[config.mk]
export PLATFORM = sky130hd
export DESIGN_NAME = fb_write_sequencer
export DESIGN_NICKNAME = d
export VERILOG_FILES = /design/src/rtl/fb_write_sequencer.sv
export SDC_FILE = /design/constraint.sdc
export NUM_CORES = 1
export LEC_CHECK = 0
export BUFFER_PORTS_ARGS = -buffer_cell sky130_fd_sc_hd__clkbuf_2
export CAP_MARGIN = 20
export CORE_MARGIN = 4
export CORE_UTILIZATION = 55
export DETAILED_ROUTE_END_ITERATION = 10
export PLACE_DENSITY = 0.85
export RECOVER_POWER = 25
export SYNTH_ARGS = -nofsm -noshare
export SYNTH_HDL_FRONTEND = slang
export SYNTH_SLANG_ARGS = --single-unit
[constraint.sdc]
create_clock -name clk_in -period 2.25 [get_ports clk_in]
set_input_delay 0.225 -clock clk_in [delete_from_list [all_inputs] [get_ports clk_in]]
set_output_delay 0.225 -clock clk_in [all_outputs]
set_load 0.05 [all_outputs]
[src/rtl/fb_write_sequencer.sv]
// Serialises LINES-wide SPI packages into byte writes on the frame-buffer BRAM port A, framed by hsync/vsync.
// Define FB_WRITE_STATS_EN to latch per-frame written-byte and dropped-package counts.
module fb_write_sequencer #(
    parameter int DATA_WIDTH = 8,
    parameter int LINES      = 4,
    parameter int HSIZE      = 640,
    parameter int VSIZE      = 360,
    parameter int ADDR_W     = $clog2(HSIZE*VSIZE)
) (
    input  logic                              clk_in,
    input  logic                              rst_n_in,
    input  logic [LINES-1:0][DATA_WIDTH-1:0]  pkg_data_in,
    input  logic                              pkg_valid_in,
    input  logic                              hsync_in,
    input  logic                              vsync_in,
    output logic [ADDR_W-1:0]                 wr_addr_out,
    output logic [DATA_WIDTH-1:0]             wr_data_out,
    output logic                              wr_en_out,
    output logic                              in_frame_out,
    output logic                              frame_done_out,
    output logic                              overflow_out,
    output logic                              clip_out,
    output logic [ADDR_W:0]                   frame_bytes_out,
    output logic [15:0]                       drop_count_out
);

    localparam int COL_W  = $clog2(HSIZE+1);
    localparam int ROW_W  = $clog2(VSIZE+1);
    localparam int LANE_W = (LINES > 1) ? $clog2(LINES) : 1;

    localparam logic [COL_W-1:0]  HSIZE_C   = COL_W'(HSIZE);
    localparam logic [ROW_W-1:0]  VSIZE_C   = ROW_W'(VSIZE);
    localparam logic [ADDR_W:0]   HSIZE_B   = (ADDR_W+1)'(HSIZE);
    localparam logic [LANE_W-1:0] LAST_LANE = LANE_W'(LINES-1);

    typedef enum logic {WAIT_FRAME, IN_FRAME} state_t;
    typedef logic [LINES-1:0][DATA_WIDTH-1:0] pkg_t;

    state_t                r_state;
    logic                  r_hsync_d;
    logic                  r_vsync_d;
    pkg_t                  r_fifo_mem [2];
    logic                  r_wr_ptr;
    logic                  r_rd_ptr;
    logic [1:0]            r_count;
    pkg_t                  r_cur;
    logic                  r_busy;
    logic [LANE_W-1:0]     r_lane;
    logic [ROW_W-1:0]      r_row;
    logic [COL_W-1:0]      r_col;
    logic [ADDR_W:0]       r_row_base;
    logic                  r_line_pend;
    logic                  r_end_pend;
    logic [ADDR_W-1:0]     r_wr_addr;
    logic [DATA_WIDTH-1:0] r_wr_data;
    logic                  r_wr_en;
    logic                  r_frame_done;
    logic                  r_overflow;
    logic                  r_clip;

    logic                  w_vs_rise;
    logic                  w_vs_fall;
    logic                  w_hs_fall;
    logic                  w_in_frame;
    logic                  w_fifo_empty;
    logic                  w_fifo_full;
    logic                  w_advance;
    logic                  w_take_ok;
    logic                  w_can_start;
    logic                  w_bypass;
    logic                  w_pop;
    logic                  w_push;
    logic                  w_drop;
    logic                  w_start;
    logic                  w_emit;
    logic                  w_in_window;
    logic                  w_write;
    logic                  w_drained;
    pkg_t                  w_start_pkg;
    logic [DATA_WIDTH-1:0] w_emit_byte;

    assign w_vs_rise    = vsync_in & ~r_vsync_d;
    assign w_vs_fall    = ~vsync_in & r_vsync_d;
    assign w_hs_fall    = ~hsync_in & r_hsync_d;
    assign w_in_frame   = (r_state == IN_FRAME);
    assign w_fifo_empty = (r_count == 2'd0);
    assign w_fifo_full  = (r_count == 2'd2);

    // A pending row advance owns the idle slot between packages, so no package ever straddles two rows.
    assign w_advance    = w_in_frame & ~r_busy & r_line_pend & ~r_end_pend;
    assign w_take_ok    = w_in_frame & ~r_end_pend & pkg_valid_in;
    assign w_can_start  = w_in_frame & ~r_busy & ~w_advance;
    assign w_bypass     = w_can_start & w_fifo_empty & w_take_ok;
    assign w_pop        = w_can_start & ~w_fifo_empty;
    assign w_push       = w_take_ok & ~w_bypass & (~w_fifo_full | w_pop);
    assign w_drop       = w_take_ok & w_fifo_full & ~w_pop;
    assign w_start      = w_bypass | w_pop;
    assign w_emit       = w_start | r_busy;
    assign w_start_pkg  = w_pop ? r_fifo_mem[r_rd_ptr] : pkg_data_in;
    assign w_emit_byte  = w_start ? w_start_pkg[0] : r_cur[r_lane];
    assign w_in_window  = (r_col < HSIZE_C) & (r_row < VSIZE_C);
    assign w_write      = w_emit & w_in_window;
    assign w_drained    = w_in_frame & r_end_pend & w_fifo_empty & ~r_busy;

    always_ff @(posedge clk_in or negedge rst_n_in) begin
        if (!rst_n_in) begin
            r_state       <= WAIT_FRAME;
            r_hsync_d     <= 1'b0;
            r_vsync_d     <= 1'b0;
            r_fifo_mem[0] <= '0;
            r_fifo_mem[1] <= '0;
            r_wr_ptr      <= 1'b0;
            r_rd_ptr      <= 1'b0;
            r_count       <= 2'd0;
            r_cur         <= '0;
            r_busy        <= 1'b0;
            r_lane        <= '0;
            r_row         <= '0;
            r_col         <= '0;
            r_row_base    <= '0;
            r_line_pend   <= 1'b0;
            r_end_pend    <= 1'b0;
            r_wr_addr     <= '0;
            r_wr_data     <= '0;
            r_wr_en       <= 1'b0;
            r_frame_done  <= 1'b0;
            r_overflow    <= 1'b0;
            r_clip        <= 1'b0;
        end else begin
            r_hsync_d    <= hsync_in;
            r_vsync_d    <= vsync_in;
            r_frame_done <= 1'b0;
            r_wr_en      <= 1'b0;

            if (w_push) begin
                r_fifo_mem[r_wr_ptr] <= pkg_data_in;
                r_wr_ptr             <= ~r_wr_ptr;
            end
            if (w_pop) begin
                r_rd_ptr <= ~r_rd_ptr;
            end
            case ({w_push, w_pop})
                2'b10:   r_count <= r_count + 2'd1;
                2'b01:   r_count <= r_count - 2'd1;
                default: r_count <= r_count;
            endcase

            // Lane 0 goes out on the start cycle itself; the rest follow from r_cur.
            if (w_start) begin
                r_cur <= w_start_pkg;
                if (LINES > 1) begin
                    r_busy <= 1'b1;
                    r_lane <= LANE_W'(1);
                end
            end else if (r_busy) begin
                if (r_lane == LAST_LANE) begin
                    r_busy <= 1'b0;
                end else begin
                    r_lane <= r_lane + LANE_W'(1);
                end
            end

            if (w_emit) begin
                r_wr_data <= w_emit_byte;
                if (w_in_window) begin
                    r_wr_en   <= 1'b1;
                    r_wr_addr <= ADDR_W'(r_row_base + (ADDR_W+1)'(r_col));
                    r_col     <= r_col + COL_W'(1);
                end else begin
                    r_clip <= 1'b1;
                end
            end

            if (w_drop) begin
                r_overflow <= 1'b1;
            end

            case (r_state)
                WAIT_FRAME: begin
                    if (w_vs_rise) begin
                        r_state     <= IN_FRAME;
                        r_row       <= '0;
                        r_col       <= '0;
                        r_row_base  <= '0;
                        r_overflow  <= 1'b0;
                        r_clip      <= 1'b0;
                        r_line_pend <= 1'b0;
                        r_end_pend  <= 1'b0;
                    end
                end
                IN_FRAME: begin
                    if (w_advance) begin
                        r_col <= '0;
                        if (r_row != VSIZE_C) begin
                            r_row      <= r_row + ROW_W'(1);
                            r_row_base <= r_row_base + HSIZE_B;
                        end
                    end
                    // Line ends seen during the end-of-frame drain are meaningless and discarded.
                    if (r_end_pend) begin
                        r_line_pend <= 1'b0;
                    end else if (w_hs_fall) begin
                        r_line_pend <= 1'b1;
                    end else if (w_advance) begin
                        r_line_pend <= 1'b0;
                    end
                    if (w_vs_fall) begin
                        r_end_pend <= 1'b1;
                    end
                    if (w_drained) begin
                        r_state      <= WAIT_FRAME;
                        r_end_pend   <= 1'b0;
                        r_frame_done <= 1'b1;
                    end
                end
            endcase
        end
    end

`ifdef FB_WRITE_STATS_EN
    logic [ADDR_W:0] r_acc_bytes;
    logic [15:0]     r_acc_drops;
    logic [ADDR_W:0] r_frame_bytes;
    logic [15:0]     r_drop_count;

    // Accumulators restart at frame start; the published values only move on frame completion.
    always_ff @(posedge clk_in or negedge rst_n_in) begin
        if (!rst_n_in) begin
            r_acc_bytes   <= '0;
            r_acc_drops   <= '0;
            r_frame_bytes <= '0;
            r_drop_count  <= '0;
        end else begin
            if (!w_in_frame && w_vs_rise) begin
                r_acc_bytes <= '0;
                r_acc_drops <= '0;
            end else begin
                if (w_write) begin
                    r_acc_bytes <= r_acc_bytes + (ADDR_W+1)'(1);
                end
                if (w_drop && (r_acc_drops != 16'hFFFF)) begin
                    r_acc_drops <= r_acc_drops + 16'd1;
                end
            end
            if (w_drained) begin
                r_frame_bytes <= r_acc_bytes;
                r_drop_count  <= r_acc_drops;
            end
        end
    end

    assign frame_bytes_out = r_frame_bytes;
    assign drop_count_out  = r_drop_count;
`else
    assign frame_bytes_out = '0;
    assign drop_count_out  = '0;
`endif

    assign wr_addr_out    = r_wr_addr;
    assign wr_data_out    = r_wr_data;
    assign wr_en_out      = r_wr_en;
    assign in_frame_out   = w_in_frame;
    assign frame_done_out = r_frame_done;
    assign overflow_out   = r_overflow;
    assign clip_out       = r_clip;

endmodule

==> results.json <==
{
  "status": "finished, final reports clean",
  "cp.arrival_ns": 2.47,
  "power_density_mw_per_mm2": 1420,
  "ys_dominant_reg_cell": "dfrtp_1",
  "cts.sinks": 168,
  "numCtsBuffers": 17,
  "yosysSeqAreaShare": 0.510,
  "p_comb_frac": 0.378,
  "grt_pass1_vias": 5708,
  "track_usage": 0.212,
  "hold_depth": 2,
  "n_antenna_cell": 0,
  "synth_cell_types": 54,
  "worst_r2r_path_depth": 8,
  "routed.top_layer": "met4",
  "place_congestion": 0.843,
  "port_buffers": 67,
  "overflow": 0,
  "synth-simple-area-share": 0.149,
  "wl_met2_um": 8720,
  "end_kind": "flip-flop",
  "reg2reg_slack_ns": 0.12,
  "vdd_drop_max_uv": 1040,
  "setup_viol": 0,
  "pwr-share-clk": 0.224,
  "hold_viol": 0,
  "power.share.switching": 0.388,
  "grt_max_degree": 57,
  "grt_pass1_wl_um": 28400,
  "fin_crit_sh": 0.946,
  "power_leakage_nw": 4.23,
  "layout_commonest_cell": "dfrtp_1",
  "synth_top_family_by_area": "simple AND/OR/NAND/NOR gates",
  "syn_inst": 754,
  "cts_buffer_depth": 2,
  "path_class": "flip-flop to flip-flop",
  "start_util": 0.565,
  "tightest_slew_ns": 1.21,
  "drt-vias-per-instance": 5.71,
  "path_clk_slew_ns": 0.06,
  "route.detailed.drc": 0,
  "synth_seq_cells": 168,
  "reg2reg_to": "r_count[1]$_DFFE_PN0P_",
  "switchingPower_mw": 5.16,
  "crit_fanout": 7,
  "ios": 103,
  "drive_gt1_frac": 0.187,
  "r2r-start": "r_end_pend$_DFFE_PN0P_",
  "synth-edff-count": 0,
  "floorplan.core_area_sq_mm": 0.0146,
  "endpoint": "r_count[1]$_DFFE_PN0P_",
  "max_cap_viol_count": 0,
  "htree_levels": 4,
  "post-route-min-period_ns": 2.13,
  "m1WireLength_um": 7280,
  "num_rows": 44,
  "finClkSkew_ns": 0.00745,
  "antenna_found_initial": 0,
  "layout_common_cells": "dfrtp_1, nand2_1, mux2_1",
  "final_nets": 874,
  "hp-class": "primary input to flip-flop",
  "cts_root_buf": "clkbuf_16",
  "power.total_mw": 13.3,
  "die_y_um": 130,
  "max_clock_freq_ghz": 0.470,
  "internal-power_mw": 8.15,
  "wirelength_um": 17300,
  "cts_tree": "done",
  "async_reset_ff_frac": 1.00,
  "dr.pass1.iters": 5,
  "routed-via-count": 5833,
  "syn_to_final_growth_pct": 14.2,
  "wl_met3_um": 879,
  "fin_cells": 1022,
  "syn-cell-area_sq_mm": 0.00824,
  "die_x_um": 130,
  "seqPwrFrac": 0.398,
  "startpoint_type": "flip-flop",
  "yosys_warnings": 0,
  "muxShareOfSynthArea": 0.128,
  "rsz0062_at_grt": "false",
  "die-area_sq_mm": 0.0170,
  "clk-insertion-delay-late_ns": 0.43,
  "crit_start": "r_end_pend$_DFFE_PN0P_",
  "drt-initial-drc-count": 447,
  "wl_per_cell_um": 16.9,
  "synth_area_per_cell_sq_um": 10.9,
  "synth_compound_area_frac": 0.0966,
  "worstPathRequired_ns": 2.60,
  "slew_viol_final": 0,
  "dp_hpwl_um": 11600,
  "slew_headroom": 0.193,
  "synth_xor_area_frac": 0.0383,
  "synth-adder-area-share": 0.0152,
  "postRouteAntennaNets": 0,
  "placed_cells": 986
}
==> registers in the layout, summed over array words and instances (netlist names) <==
name,cells
overflow_out,1
r_row,9
wr_data_out,8
frame_done_out,1
r_row_base,11
r_line_pend,1
in_frame_out,1
r_lane,2
r_col,10
r_cur,32
clip_out,1
r_count,2
r_wr_ptr,1
r_hsync_d,1
wr_en_out,1
r_fifo_mem,64
r_rd_ptr,1
r_vsync_d,1
r_end_pend,1
wr_addr_out,18
r_busy,1
==> how the worst min path moves through the flow <==
stage,from,end,slack [ns]
3_3_place_gp,rst_n_in,r_col[3]$_DFF_PN0_,0.18
2_1_floorplan,rst_n_in,clip_out$_DFF_PN0_,-0.07
5_1_grt,pkg_data_in[1],r_fifo_mem[1]$_DFFE_PN0P_,0.05
4_1_cts,pkg_data_in[27],r_fifo_mem[27]$_DFFE_PN0P_,0.03
6_report,pkg_data_in[10],r_fifo_mem[42]$_DFFE_PN0P_,0.04
3_5_place_dp,rst_n_in,r_col[3]$_DFF_PN0_,0.18
==> cell families (layout without fill, tap and decap cells) <==
kind of cell / after synthesis / count (layout)
and+or+nand+nor: 238 / 238
DFF: 168 / 168
AOI/OAI and AO/OA: 126 / 126
buffers and inverters: 88 / 137
muxes: 87 / 87
xor gates and xnor gates: 36 / 36
adders and majority gates: 10 / 10
other: 1 / 36
==> worst max-delay path, cell delays in order (launching register included) <==
cell,delay [ns]
dfrtp_1,0.46
nor2b_4,0.25
or3_4,0.18
a21oi_4,0.06
buf_4,0.15
or2_2,0.29
ha_1,0.33
nor2_1,0.15
xor2_1,0.18
==> routing by layer <==
layer / track usage / vias to the layer above
met5: 0 / -
met4: 0.0799 / 0
met3: 0.0402 / 35
met2: 0.354 / 175
met1: 0.277 / 2905
li1: - / 2718
==> layout make-up <==
| type | instances | area [sq um] |
|---|---|---|
| fill | 1055 | 5180 |
| multi-input combinational | 533 | 3680 |
| clock buffer | 20 | 457 |
| tap | 184 | 230 |
| clock inverter | 10 | 146 |
| timing repair buffer | 98 | 649 |
| inverter | 9 | 33.8 |
| sequential | 168 | 4210 |
==> Yosys cell counts, types with 4 or more instances <==
library cell    n  area [sq um]
a211oi_1       24           180
a21oi_1        19          95.1
a31oi_1        32           200
buf_2           9          45.0
buf_4          41           308
clkbuf_1       24          90.1
dfrtp_1       168          4200
ha_1           10           125
inv_1           9          33.8
mux2_1         69           777
mux2i_1        10           100
mux4_2          8           180
nand2_1        96           360
nand3_1        11          55.1
nand4_1         6          37.5
nor2_1         50           188
nor2b_1        27           169
nor3_1          7          35.0
nor4_2          5          62.6
o21a_1          4          30.0
o21ai_0        18          90.1
o21ai_1        20           100
or3_1           4          25.0
xnor2_1        26           228
xor2_1         10          87.6
==> per-stage QoR <==
stage | instance area (sq um) | TNS (ns) | util | hold slack (ns) | setup WS [ns]
after floorplan | 8370 | 0 | - | -0.0706 | 0.137
after global placement | 8750 | -0.657 | 0.599 | 0.179 | -0.0336
after detailed placement | 8750 | -1.80 | 0.599 | 0.180 | -0.0976
after CTS | 9400 | 0 | 0.645 | 0.0272 | 0.0137
after global routing | 9400 | 0 | 0.645 | 0.0457 | 0.0284
final | 9400 | 0 | 0.645 | 0.0423 | 0.122
==> repair_timing <==
item                                    in CTS  in global routing
gates cloned                                 0                  0
hold endpoints to repair                    45                  0
setup buffers                                3                  0
pin swaps                                    2                  0
hold buffers                                 3                  0
endpoints found under the setup margin      27                  8
resized for setup                            1                  2
==> power groups by stage <==
stage,logic (mW),registers (mW),clock network (mW)
3_3_place_gp,4.75,5.23,0
3_5_place_dp,4.95,5.30,0
2_1_floorplan,3.44,5.53,0
4_1_cts,5.06,5.27,3.02
6_report,5.03,5.30,2.98
5_1_grt,5.53,5.44,3.16
Note: power is estimated with default switching activity, not from simulation.
